<file path="config.mk">
export PLATFORM = sky130hd
export DESIGN_NAME = a_cmp_b_seq
export DESIGN_NICKNAME = d
export VERILOG_FILES = /design/src/rtl/a_cmp_b_seq.sv
export SDC_FILE = /design/constraint.sdc
export NUM_CORES = 1
export LEC_CHECK = 0
export ABC_AREA = 1
export CORE_MARGIN = 1
export CORE_UTILIZATION = 30
export CTS_CLUSTER_DIAMETER = 60
export CTS_CLUSTER_SIZE = 24
export DETAILED_ROUTE_END_ITERATION = 10
export HOLD_SLACK_MARGIN = 0.1
export PLACE_DENSITY = 0.58
export SYNTH_ARGS = -nofsm -noshare
export SYNTH_HDL_FRONTEND = slang
export SYNTH_SLANG_ARGS = --single-unit
</file>
<file path="constraint.sdc">
create_clock -name clk -period 2.3 [get_ports clk]
set_input_delay 0.23 -clock clk [delete_from_list [all_inputs] [get_ports clk]]
set_output_delay 0.23 -clock clk [all_outputs]
set_load 0.02 [all_outputs]
</file>
<file path="src/rtl/a_cmp_b_seq.sv">
// Bit-serial MSB-first magnitude comparator with valid/ready on both sides.
// Define CMP_SIGNED_EN for two's complement operands.
module a_cmp_b_seq #(
  parameter int WIDTH = 8
) (
  input  logic             clk,
  input  logic             rst_n,
  input  logic             in_valid,
  output logic             in_ready,
  input  logic [WIDTH-1:0] a,
  input  logic [WIDTH-1:0] b,
  output logic             out_valid,
  input  logic             out_ready,
  output logic             lt,
  output logic             eq,
  output logic             gt,
  output logic             busy
);

  localparam int IW = $clog2(WIDTH);
  localparam logic [IW-1:0] IDX_MAX = IW'(WIDTH - 1);

  typedef enum logic [1:0] {
    IDLE,
    SCAN,
    HOLD
  } state_t;

  state_t           state;
  logic [WIDTH-1:0] a_r;
  logic [WIDTH-1:0] b_r;
  logic [IW-1:0]    idx;
  logic             bit_a;
  logic             bit_b;
  logic             d_lt;
  logic             d_gt;

  assign bit_a = a_r[idx];
  assign bit_b = b_r[idx];

  // Sign bit inverts the decision when the operands differ there.
  always_comb begin
    d_gt = bit_a;
    d_lt = bit_b;
`ifdef CMP_SIGNED_EN
    if (idx == IDX_MAX) begin
      d_gt = bit_b;
      d_lt = bit_a;
    end
`endif
  end

  always_ff @(posedge clk or negedge rst_n) begin
    if (!rst_n) begin
      state     <= IDLE;
      a_r       <= '0;
      b_r       <= '0;
      idx       <= IDX_MAX;
      in_ready  <= 1'b1;
      out_valid <= 1'b0;
      lt        <= 1'b0;
      eq        <= 1'b0;
      gt        <= 1'b0;
      busy      <= 1'b0;
    end else begin
      unique case (state)
        IDLE: begin
          if (in_valid) begin
            a_r      <= a;
            b_r      <= b;
            idx      <= IDX_MAX;
            in_ready <= 1'b0;
            busy     <= 1'b1;
            state    <= SCAN;
          end
        end
        SCAN: begin
          unique case (1'b1)
            (bit_a != bit_b): begin
              lt        <= d_lt;
              gt        <= d_gt;
              eq        <= 1'b0;
              out_valid <= 1'b1;
              state     <= HOLD;
            end
            (bit_a == bit_b) && (idx == '0): begin
              lt        <= 1'b0;
              gt        <= 1'b0;
              eq        <= 1'b1;
              out_valid <= 1'b1;
              state     <= HOLD;
            end
            default: idx <= idx - 1'b1;
          endcase
        end
        HOLD: begin
          if (out_ready) begin
            lt        <= 1'b0;
            eq        <= 1'b0;
            gt        <= 1'b0;
            out_valid <= 1'b0;
            in_ready  <= 1'b1;
            busy      <= 1'b0;
            state     <= IDLE;
          end
        end
        default: state <= IDLE;
      endcase
    end
  end

endmodule
</file>
# After elaboration in Yosys (flattened, before gate mapping)

Index checks and enable logic that the tools add are counted.

Input bits: 20
Bits in registers: 27

$add $sub $neg: 1
Mux-type cells: 25
Order comparisons: 1
Equal/unequal tests: 9
Reductions and logical operators: 13

Operators by type and width:

| operator                                                   | number |
|---|---|
| one-hot mux 1 bit (2 select lines)                         | 9 |
| AND reduction 3 bit                                        | 5 |
| != test 2 bit, second input constant                       | 4 |
| 2-to-1 mux 1 bit                                           | 7 |
| binary-select mux 1 bit (select 3 bit)                     | 2 |
| 2-to-1 mux 2 bit                                           | 3 |
| 2-to-1 mux 3 bit                                           | 2 |
| one-hot mux 2 bit (3 select lines)                         | 1 |
| one-hot mux 3 bit (2 select lines)                         | 1 |
| nonzero test 2 bit                                         | 3 |
| less-than comparator 3 x 4 -> 1 bit, second input constant | 1 |
| zero test 3 bit                                            | 1 |
| != test 3 bit, second input constant                       | 1 |
| subtractor 3 x 1 -> 3 bit, second input constant           | 1 |
| equality test 2 x 1 -> 1 bit, second input constant        | 1 |
| equality test 2 bit, second input constant                 | 1 |
| zero test 2 bit                                            | 1 |
| AND reduction 2 bit                                        | 1 |
| OR reduction 2 bit                                         | 1 |
| equality test 1 bit                                        | 1 |
| logical AND 1 bit                                          | 1 |
| != test 1 bit                                              | 1 |

# Depth between registers and ports, before layout

Gate-level depths: netlist of run 1.

Depth in word-level cells: 7
Gate-level depth with buffers: 12
Mapped depth without buffers: 12

# Worst setup path before layout of run 1

Ideal clock, no wire load.

Path kind: reg2reg
From: reg idx[2]
To: reg gt
Path buffers: 1
Setup slack: 0.841 ns
Stages on the path, launching flop included: 11
Arrival time: 1.343 ns
Setup time: 0.117 ns
Clock period less this slack: 1.459 ns
Path through: dfstp_2 > buf_2 > clkinv_1 > nand3_1 > nand2_2 > nand2_1 > nand3_1 > nand2_2 > nand2_2 > nand2_1 > nand2_1

Longest elaborated chain between the ends: 6
Elaborated cells between the ends (all ways): 12

RTL lines:

| element                                                                          | line   | RTL |
|---|---|---|
| start: declaration                                                               | 32     | `logic [IW-1:0] idx;` |
| start signal: assignment                                                         | 93     | `default: idx <= idx - 1'b1;` |
| binary-select mux 1 bit (select 3 bit), on equally long branches                 | 38, 39 |  |
| 2-to-1 mux 1 bit, on equally long branches                                       | 38, 39 |  |
| equality test 1 bit                                                              | 86     | `(bit_a == bit_b) && (idx == '0): begin` |
| logical AND 1 bit                                                                | 86     |  |
| one-hot mux 1 bit (2 select lines) / != test 3 bit (equally long branches)       | n/a    |  |
| one-hot mux 1 bit (2 select lines) / AND reduction 3 bit (equally long branches) | n/a    |  |
| end signal: assignment                                                           | 81     | `gt <= d_gt;` |
| end: declaration                                                                 | 16     | `output logic gt,` |

Parallel ways exist; a longest one is shown, timed or not. The select of a mux whose other input is x is not followed.
A chain may end at the register's enable or synchronous reset.

# Final worst setup path of run 1

From: reg idx[0]
To: reg gt

The elaborated chain is that of the path after synthesis.

==> results_dict.tcl, run 1 <==
set metrics [dict create \
    status "finished, final reports clean" \
    slew_viol_final 0 \
    fin_setup_tns_ps 0 \
    num-fill-cells 459 \
    setup_violations 0 \
    cts_buffer_depth 2 \
    drt-initial-drc-count 42 \
    wl_met1_um 1340 \
    areaGrowthSynthToFinish_pct 24.6 \
    grt_max_degree 33 \
    r2r_slack_ps 630 \
    critPathMaxFanout 11 \
    cp.required_ps 2470 \
    place_congestion 0.777 \
    hp-class "in2async" \
    dr.pass1.iters 4 \
    yosysWarnings 0 \
    ir_worst_vdd_mv 0.418 \
    ant_nets 0 \
    antenna_cells 0 \
    grt_overflow 0 \
    hold_viol 0 \
    fin_nets 227 \
    powerDensity_mw_per_mm2 1390 \
    drive_above_1_share_pct 12.3 \
    cp-end-kind "register" \
    route.met2.wl_um 1180 \
    skew_ps 1.41 \
    portBuffers 25 \
    io_pins 26 \
    post-route-period-util_pct 72.5 \
    clk_pin_slew_ps 90 \
    vias_per_cell 4.34 \
    synth_cell_types 20 \
    chipHeight_um 69.9 \
    synth_common_cells "nand2_1, dfrtp_1, inv_1, nand3_1, o21ai_1" \
    dp_hpwl_um 1980 \
    rsz0062_at_grt "no" \
    fmaxAchievable_mhz 600 \
    setup.worst_path.start "idx[0]" \
    synthesis.area_mm2 0.00139 \
    cts_hold_buf 0 \
    cts_tree "built" \
    yosysTopAreaCell "dfrtp_1" \
    r2r_start "idx[0]" \
    synth_fp_nets 201 \
    core_mm2 0.00438 \
    cts_resized 0 \
    r2r_cells 11 \
    initial_core_util_pct 31.6 \
    via_count 1110 \
    numClockSinks 27 \
    place_area_mm2 0.00168 \
    post_drt_wl_per_cell_um 10.3 \
    cts_buffers 3 \
    max-cap-violations 0 \
    whs_ps 314 \
    syn_area_per_cell_um2 7.74 \
    worst_setup_path_start_kind "register" \
    rows 24 \
    synth_seq_cells 27 \
    slew_headroom_pct 69.5 \
    cts_root_buffer "clkbuf_8" \
    ys_seq_area_share_pct 49.1 \
    highest_layer "met4" \
    routed_wl_um 2630 \
    synthFlopType "dfrtp_1" \
    r2r_end "gt" \
    fin_crit_ps 1670 \
    cp.arrival_ps 1840 \
    grt_pass1_wl_um 4620 \
    yosys-top-cells-area "dfrtp_1, nand2_1, dfstp_2, nand3_1, inv_1" \
    clock_latency_ps 270 \
    synth_most_common_cell "nand2_1" \
    cts_setup_buffers 0 \
    htreeDepth 1 \
    power.total_mw 2.39 \
    track_usage_pct 11.6 \
    postLayoutCellArea_mm2 0.00173 \
    antenna_found_initial 0 \
    tightest_slew_ps 457 \
    synth_edf_count 0 \
    crit_type "reg2reg" \
    die_area_mm2 0.00489 \
    fp.dieW_um 69.9 \
    p_leak_nw 0.858 \
    async_reset_ff_share_pct 100 \
    synthCells 179 \
    met3_length_um 64 \
    drcViolationCount 0 \
    grt_pass1_vias 1077 \
    synth_top_area_share_pct 41.6 \
]
==> final cells by class <==
type,count,area (um2),share of cell area [%]
flip-flops and latches,27,681,39.4
well taps,52,65.1,3.77
inverters,24,90.1,5.22
clock inverters,1,5.00,0.290
multi-input cells,123,586,33.9
repair buffers,26,258,14.9
clock buffers,3,41.3,2.39
==> worst max-delay path, cell delays in order, from the launching register on <==
cell	delay (ps)
dfstp_2	640
inv_2	120
nand2_1	70
nand3_1	90
nand3_1	120
nand2_2	80
nand2_1	70
nand3_1	80
nand2_2	130
nand2_2	60
nand2_1	60
nand2_1	50
==> flip-flops by register name (all words and copies together), names as in the netlist <==
register	flops
in_ready	1
a_r	8
idx	3
lt	1
b_r	8
busy	1
gt	1
out_valid	1
eq	1
state	2
==> cells in the final DEF, fill, tap and decap left out <==
cell type	n
buf_4	1
clkbuf_8	3
clkdlybuf4s50_1	25
clkinv_1	1
clkinv_2	1
dfrtp_1	23
dfstp_2	4
ha_1	2
inv_1	19
inv_2	4
nand2_1	65
nand2_2	8
nand2_4	2
nand3_1	19
nand3_4	1
nand4_1	1
nor2_1	4
nor2_2	1
o21ai_0	9
o21ai_1	10
xnor2_1	1
==> kinds of logic (layout without fill, tap and decap cells) <==
logic type	count (synthesis)	in the layout	synth area share (%)
and+or+nand+nor	101	101	33.0
adders and majority gates	2	2	1.81
xor gates and xnor gates	1	1	0.632
AOI/OAI and AO/OA	19	19	6.87
buffers and inverters	29	54	8.58
DFF	27	27	49.1
==> how the worst max path moves through the flow <==
stage	to	slack, ps	depth (start not counted)
floorplan	gt	840	10
global placement	lt	670	11
detailed placement	gt	650	8
CTS	gt	630	8
global route	lt	450	11
finish	gt	630	11
==> power breakdown <==
group	switching (mW)	leakage, nW	total [mW]	internal [mW]
combinational	0.800	0.509	1.28	0.478
sequential	0.122	0.324	0.843	0.721
clock	0.147	0.0255	0.268	0.121
==> metal layers <==
layer | vias up | GRT usage [%]
li1 | 609 | -
met1 | 483 | 15.4
met2 | 14 | 18.9
met3 | 4 | 1.44
met4 | 0 | 5.33
met5 | - | 0
==> per-stage QoR <==
step	std cells	worst slack (ps)	utilization, %
floorplan	179	841	-
global placement	252	673	38.3
detailed placement	252	650	38.3
CTS	256	634	39.4
global route	256	446	39.4
finish	256	632	39.4
Note: power is estimated with default switching activity, not from simulation.
==> run 2: changes to the inputs <==
- clock period: 2.3 -> 1.6 ns (I/O delays scaled with it)
==> results_dict.tcl, run 2 (synthesis results as in run 1) <==
set metrics [dict create \
    setup_violations 0 \
    htreeDepth 1 \
    vias_per_cell 4.45 \
    routed_wl_um 2890 \
    grt_max_degree 33 \
    max-cap-violations 0 \
    postLayoutCellArea_mm2 0.00188 \
    slew_headroom_pct 76.0 \
    status "finished, final reports clean" \
    cts_tree "built" \
    fmaxAchievable_mhz 628 \
    num-fill-cells 438 \
    path_cells "buf_4 -> nand2_1 -> nand3_1 -> nand2_1 -> nand2_1 -> nand2_2 -> nand2_2 -> nand2_4 -> nand3_4 -> nand2_4 -> buf_4" \
    setup.worst_path.start "idx[0]" \
    place_area_mm2 0.00171 \
    initial_core_util_pct 31.6 \
    cp_slowest_cell "dfstp_2" \
    cp.required_ps 1770 \
    areaGrowthSynthToFinish_pct 35.8 \
    drt-initial-drc-count 68 \
    place_ws_ps -55.1 \
    ant_nets 0 \
    drive_above_1_share_pct 21.4 \
    layout_common_cells "nand2_1, clkdlybuf4s50_1, dfrtp_1" \
    fin_crit_ps 1590 \
    grt_pass1_wl_um 4790 \
    cts_root_buffer "clkbuf_8" \
    cp.arrival_ps 1770 \
    slew_viol_final 0 \
    io_pins 26 \
    r2r_end "state[0]" \
    fin_setup_tns_ps 0 \
    p_leak_nw 0.942 \
    cp-end-kind "register" \
    r2r_start "idx[0]" \
    numClockSinks 27 \
    skew_ps 5.73 \
    tightest_slew_ps 360 \
    fin_nets 238 \
    antenna_cells 0 \
    top_regs "a_r (8), b_r (8), idx (3)" \
    dp_hpwl_um 1970 \
    antenna_found_initial 0 \
    via_count 1188 \
    post-route-period-util_pct 99.5 \
    rsz0062_at_grt "yes" \
    drcViolationCount 0 \
    hold_viol 0 \
    fp.dieW_um 69.9 \
    final_common_cell "nand2_1" \
    dr.pass1.iters 4 \
    fin_util_pct 42.9 \
    hp-class "in2async" \
    cts_buffer_depth 2 \
    post_drt_wl_per_cell_um 10.8 \
    slowest_delay_ps 620 \
    die_area_mm2 0.00489 \
    r2r_cells 11 \
    critPathMaxFanout 4 \
    powerDensity_mw_per_mm2 2060 \
    worst_setup_path_start_kind "register" \
    ir_worst_vdd_mv 0.516 \
    r2r_slack_ps 9 \
    rows 24 \
    cts_buffers 3 \
    cpMostUsedCell "nand2_1" \
    endpoint "state[0]" \
    clk_pin_slew_ps 90 \
    grt_pass1_vias 1100 \
    grt_overflow 0 \
    fin_ws_ps 8.70 \
    clock_latency_ps 270 \
    place_congestion 0.784 \
    track_usage_pct 12.0 \
    crit_type "reg2reg" \
    chipHeight_um 69.9 \
    portBuffers 25 \
    core_mm2 0.00438 \
    power.total_mw 3.87 \
]
[run 2: cell count changes in the layout (fill, tap and decap cells not counted), moves of 2 or more]
cell and change:
buf_6 +2, buf_4 +8, nand2_1 -2, nand3_2 +8, nand3_1 -8
[run 2: how the worst min path moves through the flow]
| stage | endpoint | slack, ps | cells after the start |
|---|---|---|---|
| final | b_r[0] | 240 | 2 |
| after global routing | b_r[0] | 270 | 2 |
| after CTS | b_r[0] | 260 | 2 |
| after detailed placement | in_ready | 460 | 2 |
| after global placement | in_ready | 460 | 2 |
| after floorplan | a_r[0] | -140 | 0 |
[run 2: power by group]
part           switching [mW]  internal (mW)  total, mW
clock network           0.210          0.175      0.385
registers               0.145           1.04       1.18
logic                    1.36          0.942       2.30
[run 2: through the flow]
stage	instances	hold slack [ps]
5_1_grt	267	274
4_1_cts	263	259
3_5_place_dp	255	459
6_report	267	241
3_3_place_gp	255	458
2_1_floorplan	179	-136
[run 2: area by class of cell]
cell class | count | area [um2] | area share [%]
Clock inverter | 1 | 5.00 | 0.266
Clock buffer | 3 | 41.3 | 2.20
Timing Repair Buffer | 37 | 360 | 19.2
Sequential cell | 27 | 681 | 36.2
Tap cell | 52 | 65.1 | 3.46
Multi-Input combinational cell | 123 | 636 | 33.8
Inverter | 24 | 92.6 | 4.92
[run 2: layer usage]
layer / vias up / track usage [%] / part of all wire, %
met2: 17 / 18.7 / 48
li1: 626 / - / -
met5: - / 0 / 0
met4: 0 / 4.67 / 1.6
met1: 540 / 16.7 / 48
met3: 5 / 1.88 / 2.6
[run 2: repair_timing]
action                                  in CTS  in global routing
hold buffers                                 0                  0
cloned                                       0                  0
setup buffers                                4                  4
endpoints found under the setup margin       7                  8
pin swaps                                    0                  4
gates resized for setup                      1                 13
[run 2: critical path: cells and delay by family (launching register included)]
kind | cells | cell delay, ps
AND/OR/NAND/NOR | 9 | 600
flip-flops | 1 | 620
buffers and inverters | 2 | 270
